File: config.mk
export PLATFORM = sky130hd
export DESIGN_NAME = iter_mdu
export DESIGN_NICKNAME = d
export VERILOG_FILES = /design/src/rtl/mdu_pkg.sv /design/src/rtl/mdu_sign_unit.sv /design/src/rtl/iter_mdu.sv
export SDC_FILE = /design/constraint.sdc
export NUM_CORES = 1
export LEC_CHECK = 0
export BUFFER_PORTS_ARGS = -buffer_cell sky130_fd_sc_hd__buf_2
export CORE_ASPECT_RATIO = 1.5
export CORE_UTILIZATION = 50
export CTS_CLUSTER_SIZE = 28
export DETAILED_ROUTE_END_ITERATION = 10
export HOLD_SLACK_MARGIN = 0.02
export PLACE_DENSITY_LB_ADDON = 0.25
export SLEW_MARGIN = 0
export SYNTH_ARGS = -nofsm -noshare
export SYNTH_HDL_FRONTEND = slang
export SYNTH_SLANG_ARGS = --single-unit
File: constraint.sdc
create_clock -name clk -period 1.8 [get_ports clk]
set_input_delay 0.27 -clock clk [delete_from_list [all_inputs] [get_ports clk]]
set_output_delay 0.27 -clock clk [all_outputs]
set_load 0.02 [all_outputs]
File: src/rtl/mdu_pkg.sv
// Shared encodings and sizing helpers for the iterative multiply/divide unit.
package mdu_pkg;

  typedef enum logic [1:0] {
    OP_MULS = 2'b00,
    OP_MULU = 2'b01,
    OP_DIVS = 2'b10,
    OP_DIVU = 2'b11
  } op_e;

  typedef enum logic [1:0] {
    IDLE = 2'd0,
    CALC = 2'd1,
    FIX  = 2'd2
  } state_e;

  // Counter must hold 0..WIDTH.
  function automatic int unsigned cnt_width(input int unsigned w);
    return $clog2(w + 1);
  endfunction

endpackage

File: src/rtl/mdu_sign_unit.sv
// Sign handling for the MDU: operand magnitudes at accept, result negation at FIX.
module mdu_sign_unit #(
  parameter int unsigned WIDTH = 4
) (
  input  logic [WIDTH-1:0]   a_in,
  input  logic [WIDTH-1:0]   b_in,
  input  logic               abs_en,
  output logic [WIDTH-1:0]   a_abs,
  output logic [WIDTH-1:0]   b_abs,
  output logic               a_neg,
  output logic               b_neg,
  input  logic [2*WIDTH-1:0] wide_in,
  input  logic               wide_neg_en,
  output logic [2*WIDTH-1:0] wide_out,
  input  logic [WIDTH-1:0]   q_in,
  input  logic               q_neg_en,
  output logic [WIDTH-1:0]   q_out,
  input  logic [WIDTH-1:0]   r_in,
  input  logic               r_neg_en,
  output logic [WIDTH-1:0]   r_out
);

  always_comb begin
    a_neg    = abs_en & a_in[WIDTH-1];
    b_neg    = abs_en & b_in[WIDTH-1];
    a_abs    = a_neg ? (~a_in + WIDTH'(1)) : a_in;
    b_abs    = b_neg ? (~b_in + WIDTH'(1)) : b_in;
    wide_out = wide_neg_en ? (~wide_in + (2*WIDTH)'(1)) : wide_in;
    q_out    = q_neg_en ? (~q_in + WIDTH'(1)) : q_in;
    r_out    = r_neg_en ? (~r_in + WIDTH'(1)) : r_in;
  end

endmodule

File: src/rtl/iter_mdu.sv
// Iterative multiply/divide unit: shift-add multiply and restoring divide, one bit per cycle.
module iter_mdu
  import mdu_pkg::*;
#(
  parameter int unsigned WIDTH = 4
) (
  input  logic             clk,
  input  logic             reset,
  input  logic             start,
  input  logic [1:0]       op,
  input  logic [WIDTH-1:0] a,
  input  logic [WIDTH-1:0] b,
  output logic             busy,
  output logic             done,
  output logic [WIDTH-1:0] hi,
  output logic [WIDTH-1:0] lo
);

  localparam int unsigned CNT_W = cnt_width(WIDTH);
  localparam int unsigned ACC_W = 2 * WIDTH;

  state_e             state_q, state_d;
  logic [CNT_W-1:0]   cnt_q, cnt_d;
  logic [ACC_W-1:0]   acc_q, acc_d;
  logic [WIDTH-1:0]   oper_q, oper_d;
  logic [WIDTH-1:0]   a_raw_q, a_raw_d;
  logic               is_div_q, is_div_d;
  logic               neg_p_q, neg_p_d;
  logic               neg_r_q, neg_r_d;
  logic               div0_q, div0_d;
  logic               ovf_q, ovf_d;
  logic               busy_q, busy_d;
  logic               done_q, done_d;
  logic [WIDTH-1:0]   hi_q, hi_d;
  logic [WIDTH-1:0]   lo_q, lo_d;

  logic [WIDTH-1:0]   a_abs, b_abs;
  logic               a_neg, b_neg;
  logic [ACC_W-1:0]   prod_fix;
  logic [WIDTH-1:0]   quo_fix, rem_fix;

  logic [WIDTH:0]     mul_sum;
  logic [WIDTH:0]     rem_sh;
  logic [WIDTH-1:0]   rem_diff;
  logic               div_ge;
  logic [ACC_W-1:0]   acc_mul_nxt, acc_div_nxt;

  mdu_sign_unit #(.WIDTH(WIDTH)) u_sign (
    .a_in        (a),
    .b_in        (b),
    .abs_en      (~op[0]),
    .a_abs       (a_abs),
    .b_abs       (b_abs),
    .a_neg       (a_neg),
    .b_neg       (b_neg),
    .wide_in     (acc_q),
    .wide_neg_en (neg_p_q),
    .wide_out    (prod_fix),
    .q_in        (acc_q[WIDTH-1:0]),
    .q_neg_en    (neg_p_q),
    .q_out       (quo_fix),
    .r_in        (acc_q[ACC_W-1:WIDTH]),
    .r_neg_en    (neg_r_q),
    .r_out       (rem_fix)
  );

  // One iteration step: acc = {upper, lower}; mul shifts the multiplier out of lower,
  // div shifts the dividend into the remainder held in upper.
  always_comb begin
    mul_sum     = {1'b0, acc_q[ACC_W-1:WIDTH]} + (acc_q[0] ? {1'b0, oper_q} : '0);
    acc_mul_nxt = {mul_sum, acc_q[WIDTH-1:1]};
    rem_sh      = acc_q[ACC_W-1:WIDTH-1];
    div_ge      = (rem_sh >= {1'b0, oper_q});
    rem_diff    = rem_sh[WIDTH-1:0] - oper_q;
    acc_div_nxt = {(div_ge ? rem_diff : rem_sh[WIDTH-1:0]), acc_q[WIDTH-2:0], div_ge};
  end

  always_ff @(posedge clk) begin
    if (!reset) begin
      state_q  <= IDLE;
      cnt_q    <= '0;
      acc_q    <= '0;
      oper_q   <= '0;
      a_raw_q  <= '0;
      is_div_q <= 1'b0;
      neg_p_q  <= 1'b0;
      neg_r_q  <= 1'b0;
      div0_q   <= 1'b0;
      ovf_q    <= 1'b0;
      busy_q   <= 1'b0;
      done_q   <= 1'b0;
      hi_q     <= '0;
      lo_q     <= '0;
    end else begin
      state_q  <= state_d;
      cnt_q    <= cnt_d;
      acc_q    <= acc_d;
      oper_q   <= oper_d;
      a_raw_q  <= a_raw_d;
      is_div_q <= is_div_d;
      neg_p_q  <= neg_p_d;
      neg_r_q  <= neg_r_d;
      div0_q   <= div0_d;
      ovf_q    <= ovf_d;
      busy_q   <= busy_d;
      done_q   <= done_d;
      hi_q     <= hi_d;
      lo_q     <= lo_d;
    end
  end

  always_comb begin
    state_d = state_q;
    case (state_q)
      IDLE:    if (start) state_d = CALC;
      CALC:    if (cnt_q == CNT_W'(WIDTH - 1)) state_d = FIX;
      FIX:     state_d = IDLE;
      default: state_d = IDLE;
    endcase
  end

  always_comb begin
    cnt_d    = cnt_q;
    acc_d    = acc_q;
    oper_d   = oper_q;
    a_raw_d  = a_raw_q;
    is_div_d = is_div_q;
    neg_p_d  = neg_p_q;
    neg_r_d  = neg_r_q;
    div0_d   = div0_q;
    ovf_d    = ovf_q;
    hi_d     = hi_q;
    lo_d     = lo_q;
    busy_d   = (state_d != IDLE);
    done_d   = (state_q == FIX);
    case (state_q)
      IDLE: begin
        if (start) begin
          cnt_d    = '0;
          a_raw_d  = a;
          is_div_d = op[1];
          neg_p_d  = a_neg ^ b_neg;
          if (op[1]) begin
            acc_d   = {{WIDTH{1'b0}}, a_abs};
            oper_d  = b_abs;
            neg_r_d = a_neg;
            div0_d  = (b == '0);
            ovf_d   = (op == OP_DIVS) && (a == {1'b1, {(WIDTH-1){1'b0}}}) && (b == '1);
          end else begin
            acc_d   = {{WIDTH{1'b0}}, b_abs};
            oper_d  = a_abs;
            neg_r_d = 1'b0;
            div0_d  = 1'b0;
            ovf_d   = 1'b0;
          end
        end
      end
      CALC: begin
        cnt_d = cnt_q + CNT_W'(1);
        acc_d = is_div_q ? acc_div_nxt : acc_mul_nxt;
      end
      FIX: begin
        if (!is_div_q) begin
          {hi_d, lo_d} = prod_fix;
        end else if (div0_q) begin
          hi_d = a_raw_q;
          lo_d = '1;
        end else if (ovf_q) begin
          hi_d = '0;
          lo_d = a_raw_q;
        end else begin
          hi_d = rem_fix;
          lo_d = quo_fix;
        end
      end
      default: ;
    endcase
  end

  assign busy = busy_q;
  assign done = done_q;
  assign hi   = hi_q;
  assign lo   = lo_q;

endmodule
==> flow_summary_export.csv, run 1 <==
group,metric,value,unit
worst_hold_path,hold_path_class,"in -> reg",
yosys,syn_nets,324,
clock_network,cts_tree,"done",
yosys,seq_area_frac_synth,30.24,%
layout,fin_util,62.56,%
place,io_buffer_count,22,
place,dpl_worst_slack,-0.05401,ns
worst_setup_path,crit_chain,"inv_1 -> ha_1 -> or2_2 -> a21boi_2 -> a31oi_4 -> buf_4 -> mux2i_1 -> a31oi_1",
yosys,syn_inst,294,
route,vias,2203,
pwr,max-vdd-ir-drop,0.0004971,V
timing,finalCritPeriodShare,98.49,%
worst_setup_path,regToRegEndpoint,"acc_q[5]",
worst_setup_path,critPathMaxFanout,5,
yosys,synthTopCellsByArea,"dfxtp_1 30%, ha_1 7.9%, nand2_1 6.3%",
layout,nets,357,
layout,syn_to_final_growth,19.21,%
yosys,syn_avg_cell_area,8.107,um^2
clock_network,cts_max_level,2,
timing,clock_skew,0.01044,ns
timing,fmax,564.1,MHz
yosys,synth-seq-cells,36,
floorplan,fp.dieArea,5053,um^2
clock_network,cts_hold_buf,0,
timing,rsz0062_at_grt,"yes",
yosys,async_flop_share,0,%
place,gp_congestion,0.8315,
layout,layout.cells.non_filler,392,
grt,grt_max_degree,24,
worst_setup_path,crit_arrival,1.94,ns
place,hpwl,4231,um
route,drt_iter0_drc,111,
timing,drv_slew,0,
yosys,synthMostInstantiatedCell,"nand2_1",
floorplan,start_util,52.48,%
pwr,p_leak,1.200,nW
floorplan,num_io_pins,23,
yosys,synth_common_cells,"40 x nand2_1, 36 x dfxtp_1, 18 x o21ai_0",
layout,diodes,0,
worst_setup_path,slowest_delay,0.33,ns
worst_setup_path,reg2reg_slack,0.03,ns
timing,finalSetupViolCount,0,
timing,hold_viol,0,
worst_setup_path,critPathRequiredTime,1.97,ns
worst_setup_path,startpoint,"oper_q[2]",
worst_setup_path,critPathSlowestCell,"dfxtp_2",
flow_run,maxCapViolations,0,
clock_network,cts_buffers,5,
timing,relSlewSlack,68.88,%
timing,whs,0.2577,ns
layout,drive_above_1_share,21.95,%
route,vias_per_cell,5.620,
grt,grt_overflow_total,0,
outcome,status,"complete, no violations",
yosys,synth_top_area_share,30.24,%
pwr,total_power,2.060,mW
timing,tightest_slew,0.4657,ns
yosys,netlist_area,2384,um^2
route,drc,0,
yosys,yosys_warnings,0,
grt,antenna_found_initial,0,
grt,grtUsageTotal,25.32,%
route,first_pass_iters,4,
grt,grt_pass1_vias,2110,
clock_network,clk_latency,0.30,ns
yosys,synth_edf_count,0,
route,finalWirelength,5761,um
pwr,power_density,725.1,nW/um^2
timing,setup_tns,0,ns
worst_setup_path,worstSetupEndpoint,"acc_q[5]",
grt,grt_pass1_wl,9777,um
worst_setup_path,r2r_cells,8,
clock_network,clockBufferDepth,2,
clock_network,cts_sinks,36,
floorplan,num_rows,30,
timing,layout_min_cycle_time,1.773,ns
clock_network,root_buffer,"clkbuf_8",
route,drtAntennaViolNets,0,
floorplan,dieHeight,86.56,um
worst_setup_path,worstSetupPathType,"reg -> reg",
worst_setup_path,startpoint_type,"flop",
yosys,synth_top_area_cell,"dfxtp_1",
yosys,synth.distinct_cells,55,
floorplan,core_area,4542,um^2
place,placed_area,2650,um^2
floorplan,die_w,58.38,um
layout,design_area,2841,um^2
route,wl_per_cell,14.70,um
worst_hold_path,min_path_cells,3,
place,dp_cells,383,
yosys,synth_flop_cell,"dfxtp_1",
clock_network,clk_pin_slew,0.07,ns
timing,worst_slack,0.02716,ns
worst_setup_path,cp-end-kind,"flop",
worst_setup_path,r2r_start,"oper_q[2]",
## cell usage in the layout (no fill, tap or decap), types with 4 or more instances in the layout
cell type / netlist / final
nand2b_1: 5 / 5
and2_1: 4 / 4
ha_1: 15 / 14
a21boi_0: 11 / 10
o211ai_1: 4 / 4
a21oi_1: 15 / 15
a31oi_1: 5 / 4
buf_4: 0 / 20
xnor2_1: 12 / 12
o21ai_0: 18 / 14
clkbuf_8: 0 / 7
o31ai_1: 7 / 6
nand3_1: 8 / 8
nand2_1: 40 / 40
inv_1: 17 / 17
dfxtp_1: 36 / 32
o21ai_1: 0 / 4
buf_2: 1 / 22
nor3_1: 4 / 4
mux2i_1: 11 / 11
dfxtp_2: 0 / 4
nor2_1: 16 / 15
nor2b_1: 9 / 9
## report_power, final
group | total, mW | internal, mW | switching [mW]
Clock | 0.798 | 0.489 | 0.309
Combinational | 0.407 | 0.181 | 0.227
Sequential | 0.855 | 0.828 | 0.0272
Total | 2.06 | 1.50 | 0.563
## kinds of logic (layout without fill, tap and decap cells)
family | after synthesis | in the layout | share of synthesized area, %
simple gates | 100 | 100 | 20.53
compound gates | 80 | 80 | 23.15
flops | 36 | 36 | 30.24
buf+inv | 34 | 68 | 5.827
fa+ha+maj | 17 | 17 | 9.554
xor+xnor | 14 | 14 | 5.144
mux | 13 | 13 | 5.564
## layer usage
layer / part of all wire (%) / up-vias / global-route usage [%] / routed length, um
li1: - / 1099 / - / -
met4: 2.2 / 0 / 11.04 / 129
met1: 41 / 1041 / 29.94 / 2342
met2: 53 / 52 / 44.20 / 3048
met5: 0 / - / 0 / 0
met3: 4.2 / 11 / 4.179 / 240
## worst max-delay path: cells and delay by family (launching register included)
| family | cells | cell delay, ns |
|---|---|---|
| AO/OA/AOI/OAI | 3 | 0.36 |
| flip-flops | 1 | 0.33 |
| AND/OR/NAND/NOR | 1 | 0.30 |
| adder cells (fa/ha/maj) | 1 | 0.29 |
| buffers and inverters | 2 | 0.23 |
| multiplexers | 1 | 0.15 |
## state kept, by name (all words and copies together) (netlist names)
signal    flops
state_q       2
busy          1
neg_r_q       1
lo            4
neg_p_q       1
a_raw_q       4
acc_q         8
cnt_q         3
div0_q        1
oper_q        4
ovf_q         1
done          1
hi            4
is_div_q      1
## area by class of cell
type | instances | area (um^2)
Tap cell | 64 | 80.08
Fill cell | 408 | 1700
Multi-Input combinational cell | 224 | 1574
Clock buffer | 7 | 96.34
Sequential cell | 36 | 725.7
Timing Repair Buffer | 43 | 271.5
Clock inverter | 1 | 30.03
Inverter | 17 | 63.81
## what timing repair did
| action | CTS | global route |
|---|---|---|
| endpoints found under the setup margin | 4 | 8 |
| resized for setup | 4 | 16 |
| buffers inserted | 0 | 1 |
| pin swaps | 0 | 8 |
## how the worst min path moves through the flow
stage / start / endpoint / slack (ns)
floorplan: reset / busy / 0.39
global placement: hi[3] / hi[3] / 0.43
detailed placement: hi[1] / hi[1] / 0.44
CTS: a[3] / a_raw_q[3] / 0.26
global route: a[3] / a_raw_q[3] / 0.27
finish: a[3] / a_raw_q[3] / 0.26
Note: power is estimated with default switching activity, not from simulation.
==> run 2: changes to the inputs <==
--- a/config.mk
+++ b/config.mk
@@ -7,7 +7,7 @@
 export LEC_CHECK = 0
 export BUFFER_PORTS_ARGS = -buffer_cell sky130_fd_sc_hd__buf_2
 export CORE_ASPECT_RATIO = 1.5
-export CORE_UTILIZATION = 50
+export CORE_UTILIZATION = 35
 export CTS_CLUSTER_SIZE = 28
 export DETAILED_ROUTE_END_ITERATION = 10
 export HOLD_SLACK_MARGIN = 0.02
==> run 2 against run 1 <==
  * Routed wire length grew 3.6%
  * Clock power shrank 7.0%
  * Core utilization shrank 19 points
  * Critical path type unchanged
  * First-iteration DRC count shrank 28%
  * Count of clock-buffer cells in the layout shrank 2
  * Register-to-register slack gained 0.03 ns
  * Critical path depth is the same
  * Non-clock buffer count shrank 2
==> flow_summary_export.csv, run 2 (synthesis results as in run 1) <==
group,metric,value,unit
outcome,status,"complete, no violations",
timing,layout_min_cycle_time,1.740,ns
layout,diodes,0,
grt,grtUsageTotal,17.51,%
timing,drv_slew,0,
grt,grt_max_degree,28,
timing,finalSetupViolCount,0,
worst_setup_path,cpMostUsedCell,"nand2_1",
route,finalWirelength,5968,um
floorplan,num_rows,36,
route,drtAntennaViolNets,0,
timing,clock_skew,0.004538,ns
worst_hold_path,hold_path_class,"in -> reg",
floorplan,fp.dieArea,7151,um^2
timing,tightest_slew,0.7910,ns
timing,relSlewSlack,47.16,%
layout,nets,355,
worst_setup_path,cp-end-kind,"flop",
worst_setup_path,slowest_delay,0.37,ns
floorplan,core_area,6531,um^2
route,drt_iter0_drc,80,
pwr,total_power,1.999,mW
clock_network,cts_hold_buf,0,
clock_network,clk_pin_slew,0.08,ns
worst_setup_path,crit_arrival,1.97,ns
floorplan,dieHeight,103.1,um
route,vias,2151,
timing,hold_viol,0,
clock_network,cts_sinks,36,
grt,antenna_found_initial,0,
clock_network,cts_max_level,2,
layout,layout.cells.non_filler,402,
pwr,max-vdd-ir-drop,0.0004604,V
place,hpwl,4599,um
clock_network,root_buffer,"clkbuf_8",
route,drc,0,
place,io_buffer_count,22,
floorplan,die_w,69.38,um
place,gp_congestion,0.7933,
clock_network,cts_buffers,5,
worst_setup_path,critPathMaxFanout,2,
clock_network,clockBufferDepth,2,
pwr,power_density,700.2,nW/um^2
place,dp_cells,392,
flow_run,maxCapViolations,0,
layout,mostFrequentLayoutCells,"40 x nand2_1, 33 x dfxtp_1, 22 x buf_2, 18 x buf_4, 15 x o21ai_0",
worst_setup_path,worstSetupPathType,"reg -> reg",
route,first_pass_iters,4,
worst_setup_path,critPathSlowestCell,"fa_2",
layout,syn_to_final_growth,19.79,%
timing,fmax,574.6,MHz
clock_network,cts_tree,"done",
worst_setup_path,crit_chain,"and2_2 -> ha_4 -> fa_2 -> xor2_1 -> o21ai_0 -> nand2_1 -> nand2_1 -> a31oi_1",
grt,grt_pass1_wl,9915,um
pwr,p_leak,1.183,nW
timing,finalCritPeriodShare,96.69,%
grt,grt_overflow_total,0,
layout,top_register,"acc_q",
worst_setup_path,critPathRequiredTime,2.03,ns
route,wl_per_cell,14.85,um
floorplan,num_io_pins,23,
layout,design_area,2855,um^2
route,vias_per_cell,5.351,
place,placed_area,2643,um^2
clock_network,clk_latency,0.29,ns
layout,largest_reg_flops,8,
grt,grt_pass1_vias,2143,
layout,final_common_cell,"nand2_1",
layout,drive_above_1_share,23.01,%
timing,rsz0062_at_grt,"yes",
worst_setup_path,startpoint_type,"flop",
floorplan,start_util,36.49,%
[run 2: cell count changes in the layout (fill, tap and decap cells not counted), sizes merged]
cell	delta
buf	-2
clkbuf	-2
clkinvlp	+1
inv	+1
[run 2: path summary, 6_finish.rpt]
check / start / end / slack (ns) / cells after the start
setup / recovery: acc_q[0] / acc_q[5] / 0.06 / 8
hold / removal: a[3] / a_raw_q[3] / 0.26 / 3
setup reg to reg: acc_q[0] / acc_q[5] / 0.06 / 8
hold reg to reg: hi[1] / hi[1] / 0.45 / 2
[run 2: worst max-delay path, delay by kind of cell, from the launching register on]
| family | cells | cell delay [ns] |
|---|---|---|
| AO/OA/AOI/OAI | 2 | 0.25 |
| adder cells (fa/ha/maj) | 2 | 0.53 |
| flip-flops | 1 | 0.33 |
| XOR/XNOR | 1 | 0.24 |
| AND/OR/NAND/NOR | 3 | 0.33 |
[run 2: report_power, final]
group / internal [mW] / leakage (nW) / switching (mW)
Combinational: 0.178 / 0.833 / 0.224
Clock: 0.417 / 0.0548 / 0.325
Sequential: 0.826 / 0.295 / 0.0285
Total: 1.42 / 1.18 / 0.578
[run 2: stage by stage]
stage                     setup WS, ns  utilization [%]   TNS, ns  hold WS (ns)
after floorplan               0.007648                -         0        0.3937
after global placement        -0.03348            40.46  -0.03348        0.4391
after detailed placement       -0.1265            40.46   -0.3332        0.4456
after CTS                     0.001938            42.59         0        0.2486
after global routing          -0.01184            43.72  -0.02248        0.2716
final                          0.05954            43.72         0        0.2556
[run 2: layer usage]
layer,GRT usage [%],share of wire [%],routed length (um),up-vias
li1,-,-,-,1101
met1,18.79,41,2464,1001
met2,34.50,54,3213,38
met3,2.346,2.5,148,11
met4,6.750,2.4,141,0
met5,0,0,0,-
[run 2: final cells by class]
cell class                      count  area [um^2]
Clock buffer                        5        68.82
Clock inverter                      3        46.29
Fill cell                         645         3676
Inverter                           17        63.81
Multi-Input combinational cell    224         1598
Sequential cell                    36        726.9
Tap cell                           76        95.09
Timing Repair Buffer               41        256.5
[run 2: timing repair]
| item | 4_1_cts | 5_1_grt |
|---|---|---|
| cloned | 0 | 0 |
| buffers inserted | 0 | 2 |
| setup endpoints to repair | 5 | 10 |
| pin swaps | 1 | 8 |
| resized for setup | 6 | 18 |
